**src/rtl/acc_array.sv**
```systemverilog
// acc_array: NCH signed saturating accumulators with preload/clear and a
// handshaked drain sequencer emitting wide and rounded/saturated narrow values.
module acc_array #(
  parameter int NCH = 4,
  parameter int IN_W = 16,
  parameter int ACC_W = 16,
  parameter int OUT_W = 8,
  parameter int SHW = $clog2(ACC_W),
  localparam int CW = $clog2(NCH)
) (
  input  logic                 clk,
  input  logic                 rst_n,
  input  logic                 acc_clr,
  input  logic [NCH-1:0]       acc_vld,
  input  logic [NCH*IN_W-1:0]  acc_data,
  input  logic [NCH-1:0]       load_vld,
  input  logic [NCH*ACC_W-1:0] load_data,
  input  logic                 drain_start,
  input  logic                 drain_clr,
  input  logic [SHW-1:0]       out_shift,
  output logic                 out_vld,
  input  logic                 out_rdy,
  output logic [CW-1:0]        out_ch,
  output logic                 out_last,
  output logic [ACC_W-1:0]     out_wide,
  output logic [OUT_W-1:0]     out_narrow,
  output logic                 busy,
  output logic [NCH-1:0]       sat_flag,
  output logic                 drop_err
);
  typedef enum logic {IDLE, DRAIN} state_t;
  localparam logic signed [ACC_W:0] V_MAX = (ACC_W+1)'((1 << (OUT_W-1)) - 1);
  localparam logic signed [ACC_W:0] V_MIN = ~V_MAX;
  state_t state, state_nx;
  logic [CW-1:0] ch_nx;
  logic clr_lat, beat, start;
  logic [SHW-1:0] shift;
  logic [ACC_W-1:0] acc [NCH];
  logic [ACC_W-1:0] acc_sum [NCH];
  logic [NCH-1:0] ovf;
  logic [ACC_W-1:0] sel;
  logic signed [ACC_W:0] half, v;
  assign busy = state == DRAIN;
  assign out_vld = busy;
  assign beat = busy & out_rdy;
  assign start = (state == IDLE) & drain_start & ~acc_clr;
  assign out_last = busy & (out_ch == CW'(NCH-1));
  for (genvar g = 0; g < NCH; g++) begin : g_ch
    logic signed [ACC_W:0] sum;
    assign sum = $signed({acc[g][ACC_W-1], acc[g]}) + (ACC_W+1)'($signed(acc_data[g*IN_W +: IN_W]));
    // sign bit and bit below disagree exactly when the ACC_W result overflowed
    assign ovf[g] = sum[ACC_W] ^ sum[ACC_W-1];
    assign acc_sum[g] = !ovf[g] ? sum[ACC_W-1:0] :
                        sum[ACC_W] ? {1'b1, {(ACC_W-1){1'b0}}} : {1'b0, {(ACC_W-1){1'b1}}};
  end
  always_comb begin
    state_nx = state;
    ch_nx = out_ch;
    if (acc_clr) begin
      state_nx = IDLE;
      ch_nx = '0;
    end else if (start) begin
      state_nx = DRAIN;
      ch_nx = '0;
    end else if (beat) begin
      state_nx = out_last ? IDLE : DRAIN;
      ch_nx = out_last ? '0 : out_ch + CW'(1);
    end
  end
  always_ff @(posedge clk or negedge rst_n) begin
    if (!rst_n) begin
      state <= IDLE;
      out_ch <= '0;
      clr_lat <= 1'b0;
      shift <= '0;
    end else begin
      state <= state_nx;
      out_ch <= ch_nx;
      if (start) begin
        clr_lat <= drain_clr;
        shift <= out_shift;
      end
    end
  end
  always_ff @(posedge clk or negedge rst_n) begin
    if (!rst_n) begin
      for (int c = 0; c < NCH; c++) acc[c] <= '0;
      sat_flag <= '0;
      drop_err <= 1'b0;
    end else if (acc_clr) begin
      for (int c = 0; c < NCH; c++) acc[c] <= '0;
      sat_flag <= '0;
      drop_err <= 1'b0;
    end else begin
      if (busy && (|acc_vld || |load_vld)) drop_err <= 1'b1;
      for (int c = 0; c < NCH; c++) begin
        if (busy) begin
          if (beat && clr_lat && out_ch == CW'(c)) begin
            acc[c] <= '0;
            sat_flag[c] <= 1'b0;
          end
        end else if (load_vld[c]) begin
          acc[c] <= load_data[c*ACC_W +: ACC_W];
        end else if (acc_vld[c]) begin
          acc[c] <= acc_sum[c];
          sat_flag[c] <= sat_flag[c] | ovf[c];
        end
      end
    end
  end
  assign sel = acc[out_ch];
  assign out_wide = sel;
  // rounding bias is added at ACC_W+1 bits so the largest value cannot wrap
  assign half = (shift == '0) ? '0 : (ACC_W+1)'(1) << (shift - SHW'(1));
  assign v = ($signed({sel[ACC_W-1], sel}) + half) >>> shift;
  assign out_narrow = (v > V_MAX) ? {1'b0, {(OUT_W-1){1'b1}}} :
                      (v < V_MIN) ? {1'b1, {(OUT_W-1){1'b0}}} : v[OUT_W-1:0];
endmodule

```
**config.mk**
```make
export PLATFORM = sky130hd
export DESIGN_NAME = acc_array
export DESIGN_NICKNAME = d
export VERILOG_FILES = /design/src/rtl/acc_array.sv
export SDC_FILE = /design/constraint.sdc
export NUM_CORES = 1
export LEC_CHECK = 0
export CAP_MARGIN = 5
export CORE_MARGIN = 8
export CORE_UTILIZATION = 30
export DETAILED_ROUTE_END_ITERATION = 12
export PLACE_DENSITY = 0.64
export SLEW_MARGIN = 20
export SYNTH_ARGS = -nofsm -noshare
export SYNTH_HDL_FRONTEND = slang
export SYNTH_SLANG_ARGS = --single-unit
```
**constraint.sdc**
```tcl
create_clock -name clk -period 5.1 [get_ports clk]
set_clock_uncertainty 0.05 [all_clocks]
set_input_delay 0.765 -clock clk [delete_from_list [all_inputs] [get_ports clk]]
set_output_delay 0.765 -clock clk [all_outputs]
set_load 0.03 [all_outputs]
```
==> flow_summary.yaml, run 1 <==
logic_synthesis:
  synth_top_area_cell: "dfrtp_1"
  synthFlopType: "dfrtp_1"
  synth_commonest_cells: "97 x nor2_1, 92 x nand2_1, 88 x a21oi_1, 86 x ha_1, 80 x o21ai_0"
  ys_async_sr_fraction: 1.000
  ys_ff_latch: 77
  synth_nets: 1332
  yosysSeqAreaShare: 0.2102
  netlist_top_cells_area: "dfrtp_1 21%, ha_1 12%, a21oi_1 4.8%"
  yosysMostFrequentCell: "nor2_1"
  syn-cell-area_sq_um: 9168
  syn_inst: 1095
  synth_top_area_share: 0.2102
  ys_warn_count: 0
  synth_edf_count: 0
  syn_avg_cell_area_sq_um: 8.372
  synth_cell_types: 104
power_and_ir_drop:
  power_frac_clock: 0.191
  powerDensity_nw_per_um2: 300.6
  sw_frac_of_total: 0.4348
  max-vdd-ir-drop_v: 0.0001754
  leakagePower_uw: 0.005134
  intPower_uw: 2123
  power_switching_uw: 1633
  seqPwrFrac: 0.221
  combPwrFrac: 0.587
detailed_routing:
  ant_nets: 0
  vias_per_cell: 5.776
  first_pass_iters: 5
  vias: 9860
  wl_per_cell_um: 21.23
  totalWireLength_um: 36230
  drc: 0
  first_iter_violations: 1016
global_route:
  antenna_found_initial: 5
  grt_pass1_vias: 9894
  grt_max_degree: 48
  grt.overflow.total: 0
  grt_pass1_wl_um: 55720
  globalRouteTotalUtil: 0.1951
outcome:
  violations: "setup timing"
  status: "complete, but fails checks"
placed_design:
  io_buffers: 179
  post_dp_cell_area_sq_um: 11820
  gp_congestion: 0.9142
  dp_hpwl_um: 29370
timing:
  worst_pin_slew_ps: 938.4
  setup_viol: 7
  slew_violations: 0
  layout_min_cycle_time_ps: 5215
  period_share: 1.023
  rsz0062_at_grt: "true"
  tns_ps: -621.8
  slew_headroom: 0.3744
  worst_slack_ps: -115.2
  max_freq_ghz: 0.1917
  finalHoldViolCount: 0
critical_path:
  slowest_delay_ps: 550
  ff2ff_path_depth: 14
  crit_family: "compound AO/OA/AOI/OAI gates"
  endpoint: "out_narrow[1]"
  r2r_end: "acc[9]"
  arrival_ps: 4400
  critPathLaunchType: "flop"
  crit_required_ps: 4280
  worstSetupPathType: "flop to output port"
  crit_fanout: 5
  worstPathCellList: "mux4_2 -> ha_4 -> fa_2 -> a21o_1 -> a221oi_4 -> buf_6 -> o22ai_1 -> or2_1 -> a21oi_2 -> mux2i_2 -> o31ai_2 -> a41oi_4 -> o32ai_4 -> buf_12"
  reg2reg_from: "acc[1]"
  r2r_slack_ps: 1040
  crit_slowest_cell: "mux4_2"
  cp-end-kind: "output port"
  cp_num_cells: 14
  startpoint: "out_ch[0]"
  critPathBufInv: 2
cts:
  cts_buffers: 9
  clk_latency_ps: 350
  cts-htree-levels: 3
  root_buffer: "clkbuf_16"
  cts_buffer_depth: 2
  clkTransAtPathRegs_ps: 70
  cts_sinks: 77
  tritoncts: "done"
layout:
  multi_input_area_sq_um: 7228
  area.growth.synth_to_final_pct: 36.28
  drive_above_1_share: 0.1513
  nFillCells: 2963
  regArea_sq_um: 1928
  nets: 1541
  final_cell_area_sq_um: 12490
floorplanning:
  die_h_um: 190.8
  rows: 64
  die-area_sq_um: 36410
  die_w_um: 190.8
  initial_utilization: 0.3021
  io_pins: 180
  core_sq_um: 30350
min_path:
  holdCritPathClass: "input pin to async pin"
job:
  timing.max_cap.violations: 0
==> repair_timing <==
item                                   in CTS  in global routing
hold buffers                                0                  0
setup endpoints to repair                   7                  7
endpoints found under the hold margin       0                  0
setup buffers                              11                  1
gates resized for setup                    41                  7
pin swaps                                  21                  5
==> flip-flops by register name, indices dropped and copies added, names as in the netlist <==
name	count
acc	64
sat_flag	4
shift	4
out_ch	2
busy	1
clr_lat	1
drop_err	1
==> cells in the final DEF, fill, tap and decap left out, drive strengths merged, types with 17 or more instances in the layout <==
| cell | count |
|---|---|
| a211oi | 31 |
| a21oi | 89 |
| nand2b | 18 |
| a21o | 35 |
| or3 | 17 |
| clkdlybuf4s50 | 171 |
| inv | 31 |
| nor2 | 97 |
| nand2 | 92 |
| xor2 | 22 |
| mux4 | 19 |
| buf | 75 |
| xnor2 | 37 |
| nor3 | 38 |
| o21ai | 108 |
| ha | 86 |
| o31ai | 21 |
| dfrtp | 77 |
==> layer usage <==
layer,part of all wire,up-vias,track usage
met5,0.0011,-,0
met4,0.035,6,0.07190
met3,0.081,80,0.04993
met2,0.47,406,0.3170
met1,0.42,4718,0.2456
li1,-,4650,-
==> kinds of logic after synthesis <==
group | synth area share
compound gates | 0.3247
xor+xnor | 0.05719
fa+ha+maj | 0.1283
buf+inv | 0.04436
flops | 0.2102
mux | 0.06142
other cells | 0.0004091
simple gates | 0.1735
==> final cells by class <==
type | instances | area share
Clock buffer | 10 | 0.01833
Antenna cell | 2 | 0.0004006
Inverter | 32 | 0.009815
Sequential cell | 77 | 0.1543
Multi-Input combinational cell | 938 | 0.5786
Timing Repair Buffer | 246 | 0.1919
Clock inverter | 6 | 0.007011
Tap cell | 396 | 0.03966
==> power groups by stage <==
| stage | logic, uW | clock network [uW] | registers (uW) |
|---|---|---|---|
| final | 2210 | 719 | 831 |
| after detailed placement | 2100 | 0 | 838 |
| after global placement | 2080 | 0 | 837 |
| after global routing | 2400 | 746 | 837 |
| after CTS | 2180 | 724 | 827 |
| after floorplan | 1420 | 0 | 766 |
==> worst min-delay path by stage <==
stage,from,to,cells past startpoint
3_3_place_gp,clr_lat,clr_lat,1
4_1_cts,rst_n,acc[22],1
6_report,rst_n,acc[24],1
3_5_place_dp,clr_lat,clr_lat,1
2_1_floorplan,rst_n,acc[0],0
5_1_grt,rst_n,acc[25],1
==> stage by stage <==
step,instances,worst slack [ps],power [uW],hold WS (ps),utilization
final,1707,-115.2,3755,400.8,0.4117
after global routing,1705,-291.5,3983,451.9,0.4115
after CTS,1704,-109.3,3733,416.0,0.4100
after detailed placement,1677,40.21,2943,441.0,0.3895
after global placement,1677,136.4,2919,444.0,0.3895
after floorplan,1095,-85.39,2187,419.3,-
Note: power is estimated with default switching activity, not from simulation.
==> inputs of run 2 (changes only) <==
==> constraint.sdc (replaced) <==
create_clock -name clk -period 5.1 [get_ports clk]
set_clock_uncertainty 0.05 [all_clocks]
set_input_delay 0.51 -clock clk [delete_from_list [all_inputs] [get_ports clk]]
set_output_delay 0.51 -clock clk [all_outputs]
set_load 0.03 [all_outputs]
==> run 2 against run 1 <==
The flow now finishes without violations. Design area is 2.1% lower. Combinational power is 5% lower. Sequential power is 0.8% lower. Flip-flop and latch count stayed put. Sequential share of layout area is 0.33 points higher. Critical path type unchanged. Clock power is 5.0% lower. Non-clock buffer count is 19 lower. Via count is 1.8% lower. Core utilization is 0.87 points lower. Global-route usage is 0.65 points lower. First-iteration DRC count is 24% lower.
==> flow_summary.yaml, run 2 (synthesized netlist as in run 1, its figures left out) <==
detailed_routing:
  wl_per_cell_um: 21.08
  vias: 9685
  first_iter_violations: 776
  totalWireLength_um: 35560
  drc: 0
  vias_per_cell: 5.741
  ant_nets: 0
  first_pass_iters: 5
layout:
  layout_commonest_cell: "clkdlybuf4s50_1"
  final_core_util: 0.4029
  nets: 1522
  area.growth.synth_to_final_pct: 33.38
  final_cell_area_sq_um: 12230
  layoutNonFillerInstCount: 1687
  largestRegisters: "acc x64, sat_flag x4, shift x4"
  drive_above_1_share: 0.1403
  mostFrequentLayoutCells: "171 x clkdlybuf4s50_1, 93 x nor2_1, 91 x nand2_1, 81 x a21oi_1, 79 x ha_1"
  largest_register_ffs: 64
  nFillCells: 3011
  regMostFlops: "acc"
critical_path:
  cp-end-kind: "output port"
  r2r_end: "acc[9]"
  critPathLaunchType: "flop"
  ff2ff_path_depth: 14
  worstSetupPathType: "flop to output port"
  r2r_slack_ps: 1120
  slowest_delay_ps: 570
  arrival_ps: 4420
  crit_slowest_cell: "mux4_2"
  crit_required_ps: 4540
  startpoint: "out_ch[0]"
  crit_top_cell: "a21oi_2"
  worstPathCellList: "mux4_2 -> ha_4 -> fa_2 -> a21o_1 -> buf_4 -> a221o_1 -> a21oi_2 -> o221ai_1 -> a21oi_2 -> mux2i_2 -> o31ai_2 -> a41oi_4 -> buf_6 -> o32ai_4 -> buf_12"
  crit_fanout: 4
  reg2reg_from: "acc[1]"
power_and_ir_drop:
  leakagePower_uw: 0.005015
  powerDensity_nw_per_um2: 295.0
  intPower_uw: 2013
  power_switching_uw: 1594
  seqPwrFrac: 0.228
  combPwrFrac: 0.582
  sw_frac_of_total: 0.4420
  p_total_uw: 3607
  power_frac_clock: 0.189
  max-vdd-ir-drop_v: 0.0001654
timing:
  worst_pin_slew_ps: 1087
  slew_headroom: 0.2640
  finalHoldViolCount: 0
  setup_viol: 0
  slew_violations: 0
  max_freq_ghz: 0.2010
  period_share: 0.9757
  layout_min_cycle_time_ps: 4976
  rsz0062_at_grt: "true"
  whs_ps: 466.1
floorplanning:
  initial_utilization: 0.3021
  die_w_um: 190.8
  core_sq_um: 30350
  die-area_sq_um: 36410
  io_pins: 180
  die_h_um: 190.8
  rows: 64
cts:
  root_buffer: "clkbuf_16"
  tritoncts: "done"
  clk_latency_ps: 350
  cts_buffer_depth: 2
  cts-htree-levels: 3
  clkTransAtPathRegs_ps: 60
  cts_buffers: 9
  cts_sinks: 77
global_route:
  grt_pass1_vias: 9538
  grt_max_degree: 59
  grt.overflow.total: 0
  globalRouteTotalUtil: 0.1886
  grt_pass1_wl_um: 53580
  antenna_found_initial: 1
placed_design:
  dp.cells: 1659
  gp_congestion: 0.9544
  io_buffers: 179
  dp_hpwl_um: 28960
  post_dp_cell_area_sq_um: 11550
min_path:
  hp-start: "drop_err"
  hold_end: "drop_err"
  holdPathStages: 2
  holdCritPathClass: "flop to flop"
job:
  timing.max_cap.violations: 0
outcome:
  status: "finished clean"
-- run 2: cell types whose count changed in the layout (fill, tap and decap cells not counted), sizes merged --
cell	previous run	this run
bufinv	2	1
clkinv	5	3
diode	2	1
dlygate4sd3	0	1
buf	75	55
inv	31	32
clkinvlp	0	2
-- run 2: critical path, delay by kind of cell (launching register included) --
| family | cells | cell delay (ps) |
|---|---|---|
| flops | 1 | 410 |
| mux | 2 | 710 |
| buf+inv | 3 | 460 |
| compound gates | 8 | 1890 |
| fa+ha+maj | 2 | 590 |
-- run 2: what timing repair did --
action                                 4_1_cts  5_1_grt
setup endpoints to repair                    7        7
endpoints found under the hold margin       19        0
resized for setup                           14       42
setup buffers                                4        6
pin swaps                                   10       20
hold buffers                                 1        0
-- run 2: per-stage QoR --
step           setup slack [ps]  setup TNS, ps
2_1_floorplan             7.482              0
3_3_place_gp              109.4              0
3_5_place_dp              103.5              0
4_1_cts                   8.199              0
5_1_grt                  -48.52         -266.7
6_report                  124.2              0
-- run 2: worst max-delay path by stage --
stage | cells past startpoint | end
after floorplan | 14 | out_narrow[0]
after global placement | 16 | out_narrow[3]
after detailed placement | 13 | out_narrow[4]
after CTS | 13 | out_narrow[4]
after global routing | 15 | out_narrow[4]
final | 15 | out_narrow[1]
-- run 2: per-layer routing --
metal / vias up / GRT usage / share of wire
li1: 4599 / - / -
met1: 4661 / 0.2361 / 0.42
met2: 375 / 0.3100 / 0.47
met3: 50 / 0.05560 / 0.083
met4: 0 / 0.05340 / 0.026
met5: - / 0 / 0
-- run 2: cell type report --
cell class,count,area (sq um),share of cell area
multi-input combinational,938,7146,0.5844
timing repair buffer,227,2223,0.1818
sequential,77,1928,0.1577
tap,396,495.5,0.04052
clock buffer,10,239.0,0.01954
inverter,32,122.6,0.01003
clock inverter,6,71.32,0.005832
antenna,1,2.502,0.0002046
-- run 2: power groups by stage --
stage / Combinational, uW / Clock, uW / Sequential (uW)
finish: 2100 / 683 / 824
global route: 2280 / 722 / 832
CTS: 2020 / 690 / 823
detailed placement: 1990 / 0 / 834
global placement: 1970 / 0 / 833
floorplan: 1380 / 0 / 766
